[config.mk]
export PLATFORM = sky130hd
export DESIGN_NAME = router_1xn_core
export DESIGN_NICKNAME = d
export VERILOG_FILES = /design/src/rtl/router_1xn_core.sv
export SDC_FILE = /design/constraint.sdc
export NUM_CORES = 1
export LEC_CHECK = 0
export CAP_MARGIN = 30
export CELL_PAD_IN_SITES_DETAIL_PLACEMENT = 1
export CELL_PAD_IN_SITES_GLOBAL_PLACEMENT = 1
export CORE_UTILIZATION = 50
export DETAILED_ROUTE_END_ITERATION = 10
export PLACE_DENSITY_LB_ADDON = 0.12
export SLEW_MARGIN = 20
export SYNTH_ARGS = -nofsm -noshare
export SYNTH_HDL_FRONTEND = slang
export SYNTH_SLANG_ARGS = --single-unit
[constraint.sdc]
create_clock -name clock -period 10.08 [get_ports clock]
set_input_delay 2.016 -clock clock [delete_from_list [all_inputs] [get_ports clock]]
set_output_delay 2.016 -clock clock [all_outputs]
set_load 0.005 [all_outputs]
[src/rtl/router_1xn_core.sv]
// router_1xn_core: byte-stream packet router steering parity-checked packets into N_CH show-ahead FIFOs
// Ports: clock, restn (async active-low); source side pkt_valid/din in, busy/error out;
// per-channel rd_en in, valid_out/dout out (channel i at dout[i*DATA_W +: DATA_W]).
// Define ROUTER_SOFT_RESET_EN to flush a channel whose head stays unread for TIMEOUT cycles.
module router_1xn_core #(
  parameter int DATA_W  = 8,
  parameter int N_CH    = 3,
  parameter int ADDR_W  = 2,
  parameter int DEPTH   = 16,
  parameter int TIMEOUT = 30
) (
  input  logic                   clock,
  input  logic                   restn,
  input  logic                   pkt_valid,
  input  logic [DATA_W-1:0]      din,
  output logic                   busy,
  output logic                   error,
  input  logic [N_CH-1:0]        rd_en,
  output logic [N_CH-1:0]        valid_out,
  output logic [N_CH*DATA_W-1:0] dout
);
  localparam int PW = $clog2(DEPTH);
  localparam int LW = DATA_W - ADDR_W;
  typedef enum logic [2:0] {IDLE, DATA, PARITY, CHECK, DROP} state_t;
  state_t state_q, state_d;
  logic [ADDR_W-1:0] dest_q, dest_d, tgt, hdr_dest;
  logic [LW-1:0] cnt_q, cnt_d, hdr_len;
  logic [DATA_W-1:0] acc_q, acc_d;
  logic error_q, error_d;
  logic [PW:0] wp_q [N_CH];
  logic [PW:0] wp_d [N_CH];
  logic [PW:0] rp_q [N_CH];
  logic [PW:0] rp_d [N_CH];
  logic [DATA_W-1:0] mem_q [N_CH][DEPTH];
  logic [N_CH-1:0] full, sel, push, pop, flush;
  logic hdr_ok, wr, accept;
  always_comb begin
    hdr_dest = din[ADDR_W-1:0];
    hdr_len = din[DATA_W-1:ADDR_W];
    tgt = (state_q == IDLE) ? hdr_dest : dest_q;
    for (int i = 0; i < N_CH; i++) begin
      full[i] = (wp_q[i][PW] != rp_q[i][PW]) && (wp_q[i][PW-1:0] == rp_q[i][PW-1:0]);
      valid_out[i] = wp_q[i] != rp_q[i];
      sel[i] = int'(tgt) == i;
      dout[i*DATA_W +: DATA_W] = valid_out[i] ? mem_q[i][rp_q[i][PW-1:0]] : '0;
    end
    hdr_ok = (int'(hdr_dest) < N_CH) && (hdr_len != '0);
    busy = (state_q == CHECK)
        || ((state_q == DATA || state_q == PARITY) && |(full & sel))
        || (state_q == IDLE && pkt_valid && int'(hdr_dest) < N_CH && |(full & sel));
    accept = pkt_valid && !busy;
    wr = accept && ((state_q == IDLE && hdr_ok) || state_q == DATA || state_q == PARITY);
    error = error_q;
  end
`ifdef ROUTER_SOFT_RESET_EN
  localparam int TW = $clog2(TIMEOUT + 1);
  logic [TW-1:0] idle_q [N_CH];
  logic [TW-1:0] idle_d [N_CH];
  always_comb begin
    for (int i = 0; i < N_CH; i++) begin
      flush[i] = idle_q[i] == TW'(TIMEOUT);
      idle_d[i] = (flush[i] || !valid_out[i] || rd_en[i]) ? '0 : idle_q[i] + TW'(1);
    end
  end
  always_ff @(posedge clock or negedge restn) begin
    if (!restn) begin
      for (int i = 0; i < N_CH; i++) idle_q[i] <= '0;
    end else begin
      for (int i = 0; i < N_CH; i++) idle_q[i] <= idle_d[i];
    end
  end
`else
  always_comb flush = {N_CH{TIMEOUT < 0}};
`endif
  always_comb begin
    state_d = state_q;
    dest_d = dest_q;
    cnt_d = cnt_q;
    acc_d = acc_q;
    error_d = error_q;
    unique case (state_q)
      IDLE: if (accept) begin
        dest_d = hdr_dest;
        cnt_d = hdr_len;
        acc_d = din;
        error_d = !hdr_ok;
        state_d = hdr_ok ? DATA : DROP;
      end
      DATA: if (accept) begin
        acc_d = acc_q ^ din;
        cnt_d = cnt_q - LW'(1);
        state_d = (cnt_q == LW'(1)) ? PARITY : DATA;
      end
      PARITY: if (accept) begin
        acc_d = acc_q ^ din;
        state_d = CHECK;
      end
      CHECK: begin
        error_d = |acc_q;
        state_d = IDLE;
      end
      DROP: if (accept) begin
        cnt_d = cnt_q - LW'(1);
        state_d = (cnt_q == '0) ? IDLE : DROP;
      end
      default: state_d = IDLE;
    endcase
    if ((state_q == DATA || state_q == PARITY) && |(flush & sel)) begin
      error_d = 1'b1;
      state_d = (state_q == PARITY && accept) ? IDLE : DROP;
      cnt_d = (state_q == PARITY) ? '0 : cnt_q - LW'(accept);
    end
  end
  always_comb begin
    for (int i = 0; i < N_CH; i++) begin
      push[i] = wr && sel[i] && !flush[i];
      pop[i] = rd_en[i] && valid_out[i] && !flush[i];
      wp_d[i] = wp_q[i] + (PW+1)'(push[i]);
      rp_d[i] = flush[i] ? wp_q[i] : rp_q[i] + (PW+1)'(pop[i]);
    end
  end
  always_ff @(posedge clock or negedge restn) begin
    if (!restn) begin
      state_q <= IDLE;
      dest_q <= '0;
      cnt_q <= '0;
      acc_q <= '0;
      error_q <= 1'b0;
      for (int i = 0; i < N_CH; i++) begin
        wp_q[i] <= '0;
        rp_q[i] <= '0;
      end
    end else begin
      state_q <= state_d;
      dest_q <= dest_d;
      cnt_q <= cnt_d;
      acc_q <= acc_d;
      error_q <= error_d;
      for (int i = 0; i < N_CH; i++) begin
        wp_q[i] <= wp_d[i];
        rp_q[i] <= rp_d[i];
      end
    end
  end
  always_ff @(posedge clock) begin
    for (int i = 0; i < N_CH; i++) if (push[i]) mem_q[i][wp_q[i][PW-1:0]] <= din;
  end
endmodule

==> results.sh <==
export IMPL_dieArea_sq_um=36600
export IMPL_wl_per_cell_um=26.8
export IMPL_hold_class="register to register"
export IMPL_switching_share_pct=29.6
export IMPL_gp_congestion=0.786
export IMPL_r2r_slack_ps=5850
export IMPL_cts_clk_slew_worst_paths_ps=60
export IMPL_start_util_pct=51.4
export IMPL_rsz0062_at_grt="no"
export IMPL_synth_largest_area_cell="edfxtp_1"
export IMPL_dp_slack_ps=3710
export IMPL_combPwrFrac_pct=29.0
export IMPL_powerDensity_nw_per_um2=284
export IMPL_syn_num_nets=943
export IMPL_arrival_ps=4020
export IMPL_cts_hold_buffers=0
export IMPL_cts_root_buf="clkbuf_16"
export IMPL_maxSlewViolCount=0
export IMPL_drc_errors=0
export IMPL_dr_pass1_iters=5
export IMPL_fin_nets=1026
export IMPL_cts_setup_buffers=0
export IMPL_total_power_mw=5.82
export IMPL_post_cts_resized=0
export IMPL_async_flop_share_pct=11.5
export IMPL_final_cells=1489
export IMPL_required_ps=8060
export IMPL_cts_tree="built"
export IMPL_slowest_stage="clkdlybuf4s50_1"
export IMPL_setup_slack_ps=4050
export IMPL_synthDistinctLibCells=53
export IMPL_worstReg2RegStart="state_q[1]"
export IMPL_leakage_nw=6.79
export IMPL_fin_crit_ps=6030
export IMPL_coreArea_sq_um=34900
export IMPL_grt_ovfl_total=0
export IMPL_setup_tns_ps=0
export IMPL_register_area_sq_um=12800
export IMPL_multi_input_area_sq_um=4830
export IMPL_ant_nets=0
export IMPL_port_buffers=42
export IMPL_worstHoldPathCells=1
export IMPL_synth_area_top_cells="edfxtp_1, mux4_2, dfrtp_1"
export IMPL_dp_cells=1403
export IMPL_maxCapViolCount=0
export IMPL_synth_area_sq_um=17900
export IMPL_crit_family="buffers and inverters"
export IMPL_numClockSinks=434
export IMPL_finalClockSkew_ps=27.1
export IMPL_row_count=68
export IMPL_avgSynthCellArea_sq_um=19.6
export IMPL_io_pins=43
export IMPL_p_clk_share_pct=29.3
export IMPL_synth_seq_cells=434
export IMPL_numCtsBuffers=45
export IMPL_slew_headroom_pct=36.4
export IMPL_fmax_ghz=0.166
export IMPL_peakVddDrop_v=0.000243
export IMPL_dp_hpwl_um=24800
export IMPL_p_int_mw=4.10
export IMPL_antenna_found_initial=0
export IMPL_critical_path_startpoint_type="primary input"
export IMPL_status="complete, no violations"
export IMPL_clockBufferDepth=3
export IMPL_reg2reg_to="mem_q[0][69]"
export IMPL_die_w_um=191
export IMPL_synthToLayoutAreaGrowth_pct=14.5
export IMPL_first_iter_violations=686
export IMPL_reg2reg_depth=8
export IMPL_crit_fanout=56
export IMPL_syn_inst=915
export IMPL_fill_cells=3020
export IMPL_grt_total_usage_pct=23.1
export IMPL_crit_path_end_kind="output port"
export IMPL_die_h_um=191
export IMPL_ys_warnings_count=0
export IMPL_drt_wl_total_um=40000
export IMPL_hold_viol=0
export IMPL_drive_gt1_share_pct=27.6
export IMPL_hold_end="wp_q[9]"
export IMPL_grt_pass1_wl_um=62100
export IMPL_routed_wl_met3_um=1600
export IMPL_synth_edf_count=384
export IMPL_setup_viol=0
export IMPL_vias=8946
export IMPL_grt_pass1_vias=9727
export IMPL_ys_seq_area_share_pct=71.3
export IMPL_crit_chain="buf_2, buf_4, nand2b_1, mux2i_1, and3b_2, o31ai_4, nand2_1, clkdlybuf4s50_1"
export IMPL_dr_wl_met2_um=20200
export IMPL_post_drt_via_cell_ratio=6.01
export IMPL_hold_start="wp_q[9]"
export IMPL_clock_latency_ps=550
export IMPL_path_class="primary input to output port"
export IMPL_crit_buf_inv=3
export IMPL_h_tree_depth=2
export IMPL_dr_max_layer_used="met4"
export IMPL_synthFlopType="edfxtp_1"
export IMPL_cp_slowest_stage_delay_ps=480
export IMPL_grt_max_degree=57
export IMPL_period_share_pct=59.9
export IMPL_switching_power_mw=1.72
export IMPL_final_util_pct=58.8
export IMPL_n_antenna_cell=0
export IMPL_synth_top_area_share_pct=64.3
export IMPL_power_frac_seq_pct=41.7
export IMPL_wl_met1_um=17400
export IMPL_worst_pin_slew_ps=954
==> registers in the layout, indices dropped and copies added (netlist names) <==
| signal | flops |
|---|---|
| mem_q | 384 |
| rp_q | 15 |
| wp_q | 15 |
| acc_q | 8 |
| cnt_q | 6 |
| state_q | 3 |
| dest_q | 2 |
| error | 1 |
==> layout by cell type (no fill, tap or decap), drive strengths merged, types with 2 or more instances in the layout <==
master           n
nand4            7
and4             2
and2             3
or4              4
nand3b           2
nor2            17
mux2i            3
a21oi           16
mux2             3
nand3           13
and3b            2
mux4           120
nor3b            4
bufinv           7
o21ai            2
nor3            29
a221oi           6
or3              2
nor4            21
nand2           15
xnor2           25
clkinv          19
inv             12
buf             62
a211oi           6
a31oi           11
nand2b          17
nor2b           29
o2111ai          5
ha              14
xor2            10
clkinvlp         2
clkbuf          55
a2bb2oi          2
o22ai            2
clkdlybuf4s50   33
o2bb2ai          3
dfrtp           50
edfxtp         384
a41o             6
==> worst max path at each step <==
stage                     startpoint   end  slack, ps  depth (start not counted)
after floorplan               din[1]  busy       4930                          7
after global placement        din[1]  busy       3830                          7
after detailed placement      din[1]  busy       3710                          7
after CTS                     din[1]  busy       3690                          7
after global routing          din[0]  busy       3890                          8
final                         din[0]  busy       4050                          8
==> synthesized netlist by cell type, drive strengths merged, types with 5 or more instances <==
cell type,count
a211oi,6
a21oi,16
a221oi,6
a31oi,11
a41o,6
buf,36
clkbuf,23
dfrtp,50
edfxtp,384
ha,14
inv,12
mux4,120
nand2,15
nand2b,17
nand3,13
nand4,7
nor2,17
nor2b,29
nor3,29
nor4,21
o2111ai,5
xnor2,25
xor2,10
==> cell type report <==
cell class                 count  area share [%]
tap                          455            2.77
sequential                   434            62.3
clock inverter                28            1.58
inverter                      12           0.219
multi-input combinational    410            23.5
clock buffer                  55            5.87
timing repair buffer          95            3.69
==> layer usage <==
metal / vias to the layer above / global-route usage (%)
met3: 50 / 3.25
li1: 3932 / -
met5: - / 0
met4: 0 / 5.22
met1: 4785 / 32.4
met2: 179 / 38.7
==> power groups by stage <==
| stage | combinational [mW] | clock, mW | sequential [mW] |
|---|---|---|---|
| floorplan | 1.33 | 0 | 2.20 |
| global placement | 1.64 | 0 | 2.45 |
| detailed placement | 1.70 | 0 | 2.46 |
| CTS | 1.71 | 1.74 | 2.43 |
| global route | 1.82 | 1.79 | 2.46 |
| finish | 1.69 | 1.70 | 2.43 |
==> cell families (layout without fill, tap and decap cells) <==
logic type	count (synthesis)	after routing	share of synthesized area, %
and+or+nand+nor	171	171	5.70
muxes	126	126	15.5
adders and majority gates	14	14	0.977
buffers and inverters	71	190	1.95
DFF	434	434	71.3
AOI/OAI and AO/OA	64	64	2.85
xor gates and xnor gates	35	35	1.71
==> metrics by stage <==
| step | instance area, sq um | hold WS [ps] |
|---|---|---|
| global placement | 18800 | 475 |
| detailed placement | 18900 | 482 |
| global route | 20500 | 526 |
| finish | 20500 | 492 |
| CTS | 20500 | 499 |
| floorplan | 17900 | 457 |
(Power assumes the default switching activity.)
